### src/rtl/dual_port_burst_ram.sv
// Two-port RAM with per-port incrementing bursts, a same-address collision flag
// and a built-in write/read-back self test.
module dual_port_burst_ram #(
  parameter int DATA_W = 8,
  parameter int ADDR_W = 4,
  parameter int BLEN_W = 6
) (
  input  logic              clk,
  input  logic              rst,
  input  logic              port_en_0,
  input  logic              wr_en_0,
  input  logic              burst_en_0,
  input  logic [BLEN_W-1:0] burst_len_0,
  input  logic [ADDR_W-1:0] addr_in_0,
  input  logic [DATA_W-1:0] data_in_0,
  input  logic              port_en_1,
  input  logic              wr_en_1,
  input  logic              burst_en_1,
  input  logic [BLEN_W-1:0] burst_len_1,
  input  logic [ADDR_W-1:0] addr_in_1,
  input  logic [DATA_W-1:0] data_in_1,
  output logic [DATA_W-1:0] data_out_0,
  output logic              busy_0,
  output logic              burst_done_0,
  output logic [DATA_W-1:0] data_out_1,
  output logic              busy_1,
  output logic              burst_done_1,
  output logic              collision,
  input  logic              bist_start,
  output logic              bist_done,
  output logic              ram_passed
);
  localparam int DEPTH = 2 ** ADDR_W;

  typedef enum logic {P_IDLE, P_BURST} port_state_t;
  typedef enum logic [1:0] {B_IDLE, B_WRITE, B_READ, B_DONE} bist_state_t;

  logic [DATA_W-1:0] mem [DEPTH];

  logic [1:0]        port_en_v, wr_en_v, burst_en_v;
  logic [BLEN_W-1:0] burst_len_v [2];
  logic [ADDR_W-1:0] addr_in_v [2];
  logic [DATA_W-1:0] data_in_v [2];

  assign port_en_v  = {port_en_1, port_en_0};
  assign wr_en_v    = {wr_en_1, wr_en_0};
  assign burst_en_v = {burst_en_1, burst_en_0};
  assign burst_len_v[0] = burst_len_0;
  assign burst_len_v[1] = burst_len_1;
  assign addr_in_v[0]   = addr_in_0;
  assign addr_in_v[1]   = addr_in_1;
  assign data_in_v[0]   = data_in_0;
  assign data_in_v[1]   = data_in_1;

  logic [1:0]        acc_v, we_v, busy_v, done_v;
  logic [ADDR_W-1:0] acc_addr_v [2];
  logic [DATA_W-1:0] dout_v [2];

  bist_state_t       bist_state_reg;
  logic [ADDR_W:0]   bist_cnt_reg;
  logic              bist_active, bist_go, port_hold;
  logic [DATA_W-1:0] bist_pattern;

  assign bist_active  = (bist_state_reg == B_WRITE) || (bist_state_reg == B_READ);
  assign bist_go      = bist_start && (busy_v == 2'b00);
  // The edge that launches BIST performs no port access either.
  assign port_hold    = bist_active || bist_go;
  assign bist_pattern = DATA_W'(bist_cnt_reg) + 1'b1;

  genvar gi;
  generate
    for (gi = 0; gi < 2; gi++) begin : g_port
      port_state_t       state_reg;
      logic [ADDR_W-1:0] addr_reg;
      logic [BLEN_W-1:0] rem_reg;
      logic              dir_reg, done_reg;
      logic [DATA_W-1:0] dout_reg;
      logic              acc, we, start;
      logic [ADDR_W-1:0] a;

      always_comb begin
        acc   = 1'b0;
        we    = 1'b0;
        start = 1'b0;
        a     = addr_in_v[gi];
        if (!rst && !port_hold && port_en_v[gi]) begin
          if (state_reg == P_BURST) begin
            acc = 1'b1;
            we  = dir_reg;
            a   = addr_reg;
          end else if (burst_en_v[gi]) begin
            if (burst_len_v[gi] != '0) begin
              acc   = 1'b1;
              we    = wr_en_v[gi];
              start = 1'b1;
            end
          end else begin
            acc = 1'b1;
            we  = wr_en_v[gi];
          end
        end
      end

      always_ff @(posedge clk or posedge rst) begin
        if (rst) begin
          state_reg <= P_IDLE;
          addr_reg  <= '0;
          rem_reg   <= '0;
          dir_reg   <= 1'b0;
          done_reg  <= 1'b0;
          dout_reg  <= '0;
        end else begin
          done_reg <= 1'b0;
          if (acc && !we) dout_reg <= mem[a];
          case (state_reg)
            P_IDLE: begin
              if (start) begin
                if (burst_len_v[gi] == BLEN_W'(1)) begin
                  done_reg <= 1'b1;
                end else begin
                  state_reg <= P_BURST;
                  addr_reg  <= a + 1'b1;
                  rem_reg   <= burst_len_v[gi] - 1'b1;
                  dir_reg   <= wr_en_v[gi];
                end
              end
            end
            default: begin
              // rem_reg counts beats still to go, including this edge's beat.
              if (!port_en_v[gi]) begin
                state_reg <= P_IDLE;
              end else begin
                addr_reg <= addr_reg + 1'b1;
                rem_reg  <= rem_reg - 1'b1;
                if (rem_reg == BLEN_W'(1)) begin
                  state_reg <= P_IDLE;
                  done_reg  <= 1'b1;
                end
              end
            end
          endcase
        end
      end

      assign acc_v[gi]      = acc;
      assign we_v[gi]       = acc && we;
      assign acc_addr_v[gi] = a;
      assign busy_v[gi]     = (state_reg == P_BURST) || bist_active;
      assign done_v[gi]     = done_reg;
      assign dout_v[gi]     = dout_reg;
    end
  endgenerate

  // Port 0 is written last so it wins a same-address write race.
  always_ff @(posedge clk) begin
    if (!rst && bist_state_reg == B_WRITE) begin
      mem[bist_cnt_reg[ADDR_W-1:0]] <= bist_pattern;
    end else begin
      if (we_v[1]) mem[acc_addr_v[1]] <= data_in_v[1];
      if (we_v[0]) mem[acc_addr_v[0]] <= data_in_v[0];
    end
  end

  logic              collision_reg, bist_done_reg, ram_passed_reg, fail_reg;
  logic              rd_valid_reg, rd_bad;
  logic [DATA_W-1:0] rd_data_reg, rd_exp_reg;

  assign rd_bad = rd_valid_reg && (rd_data_reg != rd_exp_reg);

  always_ff @(posedge clk or posedge rst) begin
    if (rst) begin
      collision_reg  <= 1'b0;
      bist_state_reg <= B_IDLE;
      bist_cnt_reg   <= '0;
      bist_done_reg  <= 1'b0;
      ram_passed_reg <= 1'b0;
      fail_reg       <= 1'b0;
      rd_valid_reg   <= 1'b0;
      rd_data_reg    <= '0;
      rd_exp_reg     <= '0;
    end else begin
      collision_reg <= (acc_v == 2'b11) && (we_v != 2'b00) && (acc_addr_v[0] == acc_addr_v[1]);
      case (bist_state_reg)
        B_WRITE: begin
          bist_cnt_reg <= bist_cnt_reg + 1'b1;
          if (bist_cnt_reg[ADDR_W-1:0] == '1) begin
            bist_state_reg <= B_READ;
            bist_cnt_reg   <= '0;
          end
        end
        B_READ: begin
          // Reads are checked one cycle later; the extra count step drains the last compare.
          if (rd_bad) fail_reg <= 1'b1;
          if (bist_cnt_reg[ADDR_W]) begin
            rd_valid_reg   <= 1'b0;
            bist_state_reg <= B_DONE;
            bist_done_reg  <= 1'b1;
            ram_passed_reg <= !(fail_reg || rd_bad);
          end else begin
            rd_valid_reg <= 1'b1;
            rd_data_reg  <= mem[bist_cnt_reg[ADDR_W-1:0]];
            rd_exp_reg   <= bist_pattern;
            bist_cnt_reg <= bist_cnt_reg + 1'b1;
          end
        end
        default: begin
          if (bist_go) begin
            bist_state_reg <= B_WRITE;
            bist_cnt_reg   <= '0;
            bist_done_reg  <= 1'b0;
            ram_passed_reg <= 1'b0;
            fail_reg       <= 1'b0;
          end
        end
      endcase
    end
  end

  assign data_out_0   = dout_v[0];
  assign data_out_1   = dout_v[1];
  assign busy_0       = busy_v[0];
  assign busy_1       = busy_v[1];
  assign burst_done_0 = done_v[0];
  assign burst_done_1 = done_v[1];
  assign collision    = collision_reg;
  assign bist_done    = bist_done_reg;
  assign ram_passed   = ram_passed_reg;
endmodule

### config.mk
export PLATFORM = sky130hd
export DESIGN_NAME = dual_port_burst_ram
export DESIGN_NICKNAME = d
export VERILOG_FILES = /design/src/rtl/dual_port_burst_ram.sv
export SDC_FILE = /design/constraint.sdc
export NUM_CORES = 1
export LEC_CHECK = 0
export CORE_UTILIZATION = 30
export CTS_CLUSTER_SIZE = 40
export DETAILED_ROUTE_END_ITERATION = 10
export SLEW_MARGIN = 40
export SYNTH_ARGS = -nofsm -noshare
export SYNTH_HDL_FRONTEND = slang
export SYNTH_SLANG_ARGS = --single-unit
### constraint.sdc
create_clock -name clk -period 3.9 [get_ports clk]
set_clock_uncertainty 0.2 [all_clocks]
set_input_delay 0.78 -clock clk [delete_from_list [all_inputs] [get_ports clk]]
set_output_delay 0.78 -clock clk [all_outputs]
set_load 0.01 [all_outputs]
Word level (Yosys, flattened, before mapping)
Memory sizes are Yosys's and may differ from the RTL's. A register that Yosys moved wholly into a read port is not among the register bits.
Index checks and enable logic that the tools add are counted.
{"block": "classes", "mux": 89, "addsub": 10, "bitwise": 6, "n_reduce_logical": 40, "n_eq_ne": 18}
{"operator": "1-bit 2-to-1 mux", "n": 56}
{"operator": "4-bit 2-to-1 mux", "n": 13}
{"operator": "6-bit 2-to-1 mux", "n": 8}
{"operator": "6-bit by 1-bit == test with 1-bit output (second input constant)", "n": 4}
{"operator": "6-bit by 1-bit subtractor with 6-bit output (second input constant)", "n": 4}
{"operator": "3-bit AND reduction", "n": 7}
{"operator": "4-bit by 1-bit adder with 4-bit output (second input constant)", "n": 4}
{"operator": "5-bit 2-to-1 mux", "n": 3}
{"operator": "2-bit != test (second input constant)", "n": 7}
{"operator": "1-bit logical AND", "n": 12}
{"operator": "6-bit nonzero test", "n": 2}
{"operator": "5-bit case mux with 2 select lines", "n": 1}
{"operator": "8-bit 2-to-1 mux", "n": 1}
{"operator": "8-bit != test", "n": 1}
{"operator": "2-bit nonzero test", "n": 4}
{"operator": "8-bit OR reduction", "n": 1}
{"operator": "5-bit by 1-bit adder with 6-bit output (second input constant)", "n": 1}
{"operator": "2-bit 2-to-1 mux", "n": 3}
{"operator": "1-bit NOT", "n": 6}
{"operator": "1-bit case mux with 2 select lines", "n": 3}
{"operator": "5-bit by 1-bit adder with 5-bit output (second input constant)", "n": 1}
{"operator": "1-bit zero test", "n": 5}
{"operator": "1-bit logical OR", "n": 5}
{"operator": "2-bit == test (second input constant)", "n": 2}
{"operator": "other kinds (8)", "n": 9}
{"block": "totals", "inputBits": 45, "reg_bits": 46, "mem_bits_rw": 128, "memories": 1}
{"name": "mem", "words": 16, "width": 8, "rd": 3, "rd_clocked_by_memory_dff": 3, "write_ports": 2, "line": "38", "rtl": "logic [DATA_W-1:0] mem [DEPTH];"}

Longest topological paths before layout
Gate-level depths: netlist of run 1.
{"block": "logic_depth", "ltp_word": 16, "ltp_mapped": 13}

Least setup slack after synthesis of run 1
No wires, ideal clock.
{"block": "synth_path", "path_type": "input -> register", "startpoint": "input port rst", "endpoint": "memory mem[0][0] (enable)", "slack_ns": -0.815, "setup_ns": 0.375, "stages": 8, "required_ns": 3.325, "t_arrival_ns": 4.141, "path_cell_list": "inv_1 and4b_1 buf_2 mux2i_4 buf_2 buf_2 a31oi_1 o21bai_1"}
{"element": "start: declaration", "line": "9", "rtl": "input logic rst,"}
{"element": "end: declaration", "line": "38"}

==> results of run 1 <==
worst paths after layout:
check	from	to	slack [ns]	cells past startpoint
min in group asynchronous	rst	g_port[1].dir_reg$_DFFE_PP0P_	0.73	3
max in group asynchronous	rst	bist_cnt_reg[0]$_DFFE_PP0P_	2.35	3
worst min register to register	g_port[1].dir_reg$_DFFE_PP0P_	g_port[1].dir_reg$_DFFE_PP0P_	0.28	2
worst max-delay path	burst_len_1[0]	mem[15][4]$_DFFE_PP_	0.34	13
worst max register to register	bist_state_reg[0]$_DFFE_PP0P_	data_out_0[4]$_DFFE_PP0P_	0.46	10
worst min-delay path	g_port[1].dir_reg$_DFFE_PP0P_	g_port[1].dir_reg$_DFFE_PP0P_	0.28	2
layer usage:
layer,GRT usage,vias up,part of all wire,routed length (um)
met2,0.3305,612,0.44,21280
met4,0.1219,2,0.056,2675
met1,0.2879,5434,0.41,19530
li1,-,4830,-,-
met5,0,-,0.00015,7
met3,0.04391,106,0.093,4461
cells by family after synthesis:
group | Yosys count
xor+xnor | 21
fa+ha+maj | 17
mux | 271
simple gates | 376
flops | 196
compound gates | 233
buf+inv | 108
power breakdown:
part / internal, uW / switching (uW)
Clock: 876 / 980
Combinational: 1420 / 1720
Sequential: 2600 / 303
final cells by class:
class	instances	area, sq um	share of cell area
diodes	1	2.502	0.0001525
repair buffers	173	1872	0.1141
flip-flops and latches	196	5547	0.3381
clock buffers	17	425.4	0.02593
well taps	585	732.0	0.04461
clock inverters	15	181.4	0.01106
inverters	21	82.58	0.005033
multi-input cells	918	7565	0.4611
tightest hold or removal path, stage by stage (launching register included):
cell and delay [ns]:
dfrtp_1 0.35, nand2_1 0.05, o21ai_0 0.06
through the flow:
step | area (sq um) | utilization
6_report | 16410 | 0.3792
5_1_grt | 16400 | 0.3792
4_1_cts | 16420 | 0.3796
3_5_place_dp | 15820 | 0.3656
3_3_place_gp | 15820 | 0.3656
2_1_floorplan | 13600 | -
cells in the final DEF, fill, tap and decap left out, types with 6 or more instances in the layout:
master           netlist  routed
nand2_1              172     172
edfxtp_1             128     128
mux2_2               144     115
mux2i_1               83      80
buf_4                  0      70
dfrtp_1               68      67
nand3_1               62      62
clkdlybuf4s50_1        0      61
o21ai_0               51      51
nor2_1                44      43
a21oi_1               43      43
buf_12                 0      35
mux4_2                30      30
mux2_4                 1      30
o22ai_1               20      20
a32oi_1               20      20
inv_1                 21      19
nor3_4                14      17
ha_1                  17      17
clkbuf_16              0      17
nor2b_1               16      16
nor3_1                16      15
nand2b_1              13      13
a31oi_1               17      13
o21bai_4               0      13
xor2_1                11      11
a22oi_1               11      11
xnor2_1               10      10
o221ai_1              10      10
mux2_1                10      10
a221o_1                8       8
and2_1                 7       7
nand3b_1               7       7
o21ai_1                7       7
buf_2                 26       6
==> flow_summary.ini, run 1 <==
[critical_path]
cp_slowest_cell = clkdlybuf4s50_1
slowest_delay_ns = 0.50
critPathKind = input port to register
crit_top_cell = buf_4
worst-path-max-fanout = 9
crit_family = buffers and inverters
end_kind = register
path_buf_inv = 5
cp-start-kind = input port
worstPathRequired_ns = 3.84
cp.arrival_ns = 3.49
crit_chain = clkdlybuf4s50_1, inv_1, ha_1, nor3b_1, buf_4, a311oi_1, o21ai_2, buf_4, nand2b_1, buf_12, nor3_4, a31oi_4, o21bai_4

[synth]
async_flop_share = 0.3469
synth_most_common_cell = nand2_1
synth_edf_count = 128
ys.flop_type = edfxtp_1
synthMuxAreaShare = 0.2512
ys_seq_area_frac = 0.4202
synth-simple-area-share = 0.1455
syn_area_per_cell_sq_um = 10.80
synth_xor_area_frac = 0.01394
synth_cells = 1222
synth.distinct_cells = 66
synth_compound_area_frac = 0.1170
synth_top_family_by_area = multiplexers
ys_top_cells_by_count = nand2_1 (172), mux2_2 (144), edfxtp_1 (128)
synth_top_cell_by_area = edfxtp_1
syn_nets = 1284
synth_area_leaders = edfxtp_1 (29%), dfrtp_1 (13%), mux2_2 (12%), mux2i_1 (6.3%), mux4_2 (5.1%)
yosysWarnings = 0
synthAdderAreaFrac = 0.01612
netlist.area_leader.share = 0.2913
netlist_area_sq_um = 13200
synth.ff_latch_count = 196

[grt]
grt_pass1_wl_um = 70550
grt_max_degree = 50
globalRouteOverflowTotal = 0
antenna_found_initial = 2
gr-usage-all-layers = 0.2174
grt_pass1_vias = 10650

[route]
drtIter0Drc = 1474
detail_route.wl_per_cell_um = 24.90
via_count = 10980
drcViolationCount = 0
ant_nets = 0
routed_wl_um = 47960
via_per_inst = 5.703
firstDrtPassIters = 6

[place]
hpwlAfterDp_um = 34490
post-place-ws_ns = -0.07826
dp.cells = 1893
gp_congestion = 0.9633
numPortBuffers = 67

[sta]
maxSlewHeadroom = 0.4153
finalHoldViolCount = 0
worst_slew_pin_slew_ns = 0.8743
maxSlewViolCount = 0
layout_setup_ws_ns = 0.3448
holdWs_ns = 0.2847
setup_viol = 0
post-route-min-period_ns = 3.555
rsz0062_at_grt = no
period_share = 0.9116
fin_tns_setup_ns = 0
fmax_mhz = 281.3

[layout]
fill_cells = 4205
area_growth_pct = 24.33
instances_no_fill = 1926
largest_reg_flops = 128
drive_above_1_share = 0.2799
final_nets = 1389

[cts]
cts_hold_buf = 0
clockBufferDepth = 2
cts_made_buffers = 17
post_cts_buffers = 0
cts_tree = done
path_clk_slew_ns = 0.09
cts_resized = 0
clkLatencyLatePin_ns = 0.46
cts_root_buf = clkbuf_16
htreeDepth = 4
clock_sink_count = 196

[die]
die_height_um = 211.7
die_width_um = 211.7
dieArea_sq_um = 44830
initial_core_util = 0.3050
ios = 68
core_sq_um = 43270
rows = 76

[pwr]
peakVddDrop_uv = 318.3
power.leakage_uw = 0.006262
total_power_uw = 7899
power_density_nw_per_um2 = 481.4

[status]
status = finished clean

[hold_path]
hold_path_class = register to register

[run]
cap_violations = 0
Note: power is estimated with default switching activity, not from simulation.
==> inputs of run 2 (changes only) <==
- CORE_UTILIZATION: 30 -> 35
- clock period: 3.9 -> 3.5 ns (I/O delays scaled with it)
==> run 2 against run 1 <==
  * Clock power increased by 19%
  * Sequential cell count unchanged
  * Register-to-register slack got worse by 0.22 ns
  * Global-route usage increased by 3.5 points
  * Total power increased by 16%
  * Utilization increased by 8.4 points
  * Highest routed layer is now met4
==> flow_summary.ini, run 2 (same netlist as run 1, synthesis figures left out) <==
[grt]
globalRouteOverflowTotal = 0
antenna_found_initial = 1
gr-usage-all-layers = 0.2522
grt_max_degree = 39
grt_pass1_vias = 10720
grt_pass1_wl_um = 70930

[sta]
fin_tns_setup_ns = 0
rsz0062_at_grt = no
post-route-min-period_ns = 3.385
holdWs_ns = 0.2852
maxSlewHeadroom = 0.4863
setup_viol = 0
layout_setup_ws_ns = 0.1150
finalHoldViolCount = 0
worst_slew_pin_slew_ns = 0.7706
fmax_mhz = 295.4
maxSlewViolCount = 0
period_share = 0.9672

[critical_path]
crit_chain = clkdlybuf4s50_1, inv_1, ha_1, nor3b_2, a311oi_1, o21ai_4, nand2b_1, buf_12, nor3_4, a31oi_4, o21bai_4
worstPathRequired_ns = 3.43
cp-start-kind = input port
worst-path-max-fanout = 10
end_kind = register
critPathKind = input port to register
slowest_delay_ns = 0.49
cp.arrival_ns = 3.31
cp_slowest_cell = clkdlybuf4s50_1

[pwr]
peakVddDrop_uv = 333.9
p_clk_frac = 0.241
swShare = 0.3607
power_density_nw_per_um2 = 536.2
power.leakage_uw = 0.006632
p_sw_uw = 3306
comb_power_share = 0.400
internal_power_uw = 5860
p_seq_frac = 0.358

[layout]
final_cell_area_sq_um = 17100
mostFrequentLayoutCell = nand2_1
final_nets = 1452
drive_above_1_share = 0.3122
largest_reg_flops = 128
area_growth_pct = 29.54
final_cell_mix = nand2_1 (171), buf_4 (131), edfxtp_1 (128)

[die]
die_height_um = 196.2
initial_core_util = 0.3579
dieArea_sq_um = 38480
die_width_um = 196.2
core_sq_um = 36870
ios = 68
rows = 70

[cts]
clock_sink_count = 196
clkLatencyLatePin_ns = 0.47
cts_tree = done
cts_made_buffers = 17
htreeDepth = 4
path_clk_slew_ns = 0.07
clockBufferDepth = 2
cts_root_buf = clkbuf_16

[route]
detail_route.wl_per_cell_um = 25.12
ant_nets = 0
firstDrtPassIters = 5
routed_wl_um = 47920
via_count = 11130
drcViolationCount = 0
via_per_inst = 5.833
drtIter0Drc = 1036

[place]
postPlaceCellArea_sq_um = 16440
hpwlAfterDp_um = 35600
numPortBuffers = 67
post-place-ws_ns = -0.3412
gp_congestion = 0.9715

[run]
cap_violations = 0

[status]
status = finished clean

[hold_path]
hold_path_class = register to register
-- run 2: cell count changes in the layout (fill, tap and decap cells not counted), moves of 3 or more --
cell             delta
o21ai_0             -7
o21ai_1             +7
mux2_4             +49
buf_2               -4
mux2_2             -49
buf_12              +3
buf_4              +61
bufinv_16           +4
clkinv_8            -5
clkdlybuf4s50_1     +4
-- run 2: layout make-up --
class,count,area (sq um)
Fill cell,3342,19780
Multi-Input combinational cell,918,7784
Sequential cell,196,5547
Timing Repair Buffer,236,2405
Tap cell,504,630.6
Clock buffer,17,425.4
Clock inverter,15,219.0
Inverter,21,82.58
Antenna cell,1,2.502
-- run 2: worst paths after layout --
kind                                              startpoint                           endpoint  slack [ns]  depth (start not counted)
min in group asynchronous                                rst          data_out_0[7]$_DFFE_PP0P_        0.66                          3
max in group asynchronous                                rst        bist_cnt_reg[0]$_DFFE_PP0P_        1.96                          4
max                                           burst_len_1[0]                mem[7][0]$_DFFE_PP_        0.11                         11
min                        g_port[1].addr_reg[0]$_DFFE_PP0P_  g_port[1].addr_reg[0]$_DFFE_PP0P_        0.29                          2
min reg2reg                g_port[1].addr_reg[0]$_DFFE_PP0P_  g_port[1].addr_reg[0]$_DFFE_PP0P_        0.29                          2
max reg2reg                    bist_state_reg[0]$_DFFE_PP0P_               mem[12][6]$_DFFE_PP_        0.24                          9
-- run 2: per-layer routing --
layer,vias up,wire [um],global-route usage
li1,4952,-,-
met1,5565,20200,0.3369
met2,525,22030,0.4042
met3,87,4168,0.05570
met4,0,1524,0.08275
met5,-,0,0
-- run 2: repair_timing --
| item | 4_1_cts | 5_1_grt |
|---|---|---|
| setup buffers | 0 | 0 |
| endpoints found under the setup margin | 0 | 55 |
| resized for setup | 0 | 2 |
| hold buffers | 0 | 0 |
-- run 2: through the flow --
step	std cells	power, uW	util
detailed placement	1875	6948	0.4459
CTS	1907	9162	0.4634
finish	1908	9167	0.4636
global placement	1875	6887	0.4460
floorplan	1222	5409	-
global route	1907	9573	0.4636
-- run 2: critical path, delay by kind of cell --
family	cells	cell delay (ns)
buffers and inverters	3	0.71
adders and majority gates	1	0.20
AOI/OAI and AO/OA	4	1.10
and+or+nand+nor	3	0.59
-- run 2: power by group through the flow --
| stage | sequential, uW | clock (uW) | combinational (uW) |
|---|---|---|---|
| final | 3280 | 2210 | 3670 |
| after global placement | 3310 | 0 | 3570 |
| after CTS | 3280 | 2240 | 3650 |
| after floorplan | 3190 | 0 | 2220 |
| after global routing | 3330 | 2320 | 3920 |
| after detailed placement | 3330 | 0 | 3620 |
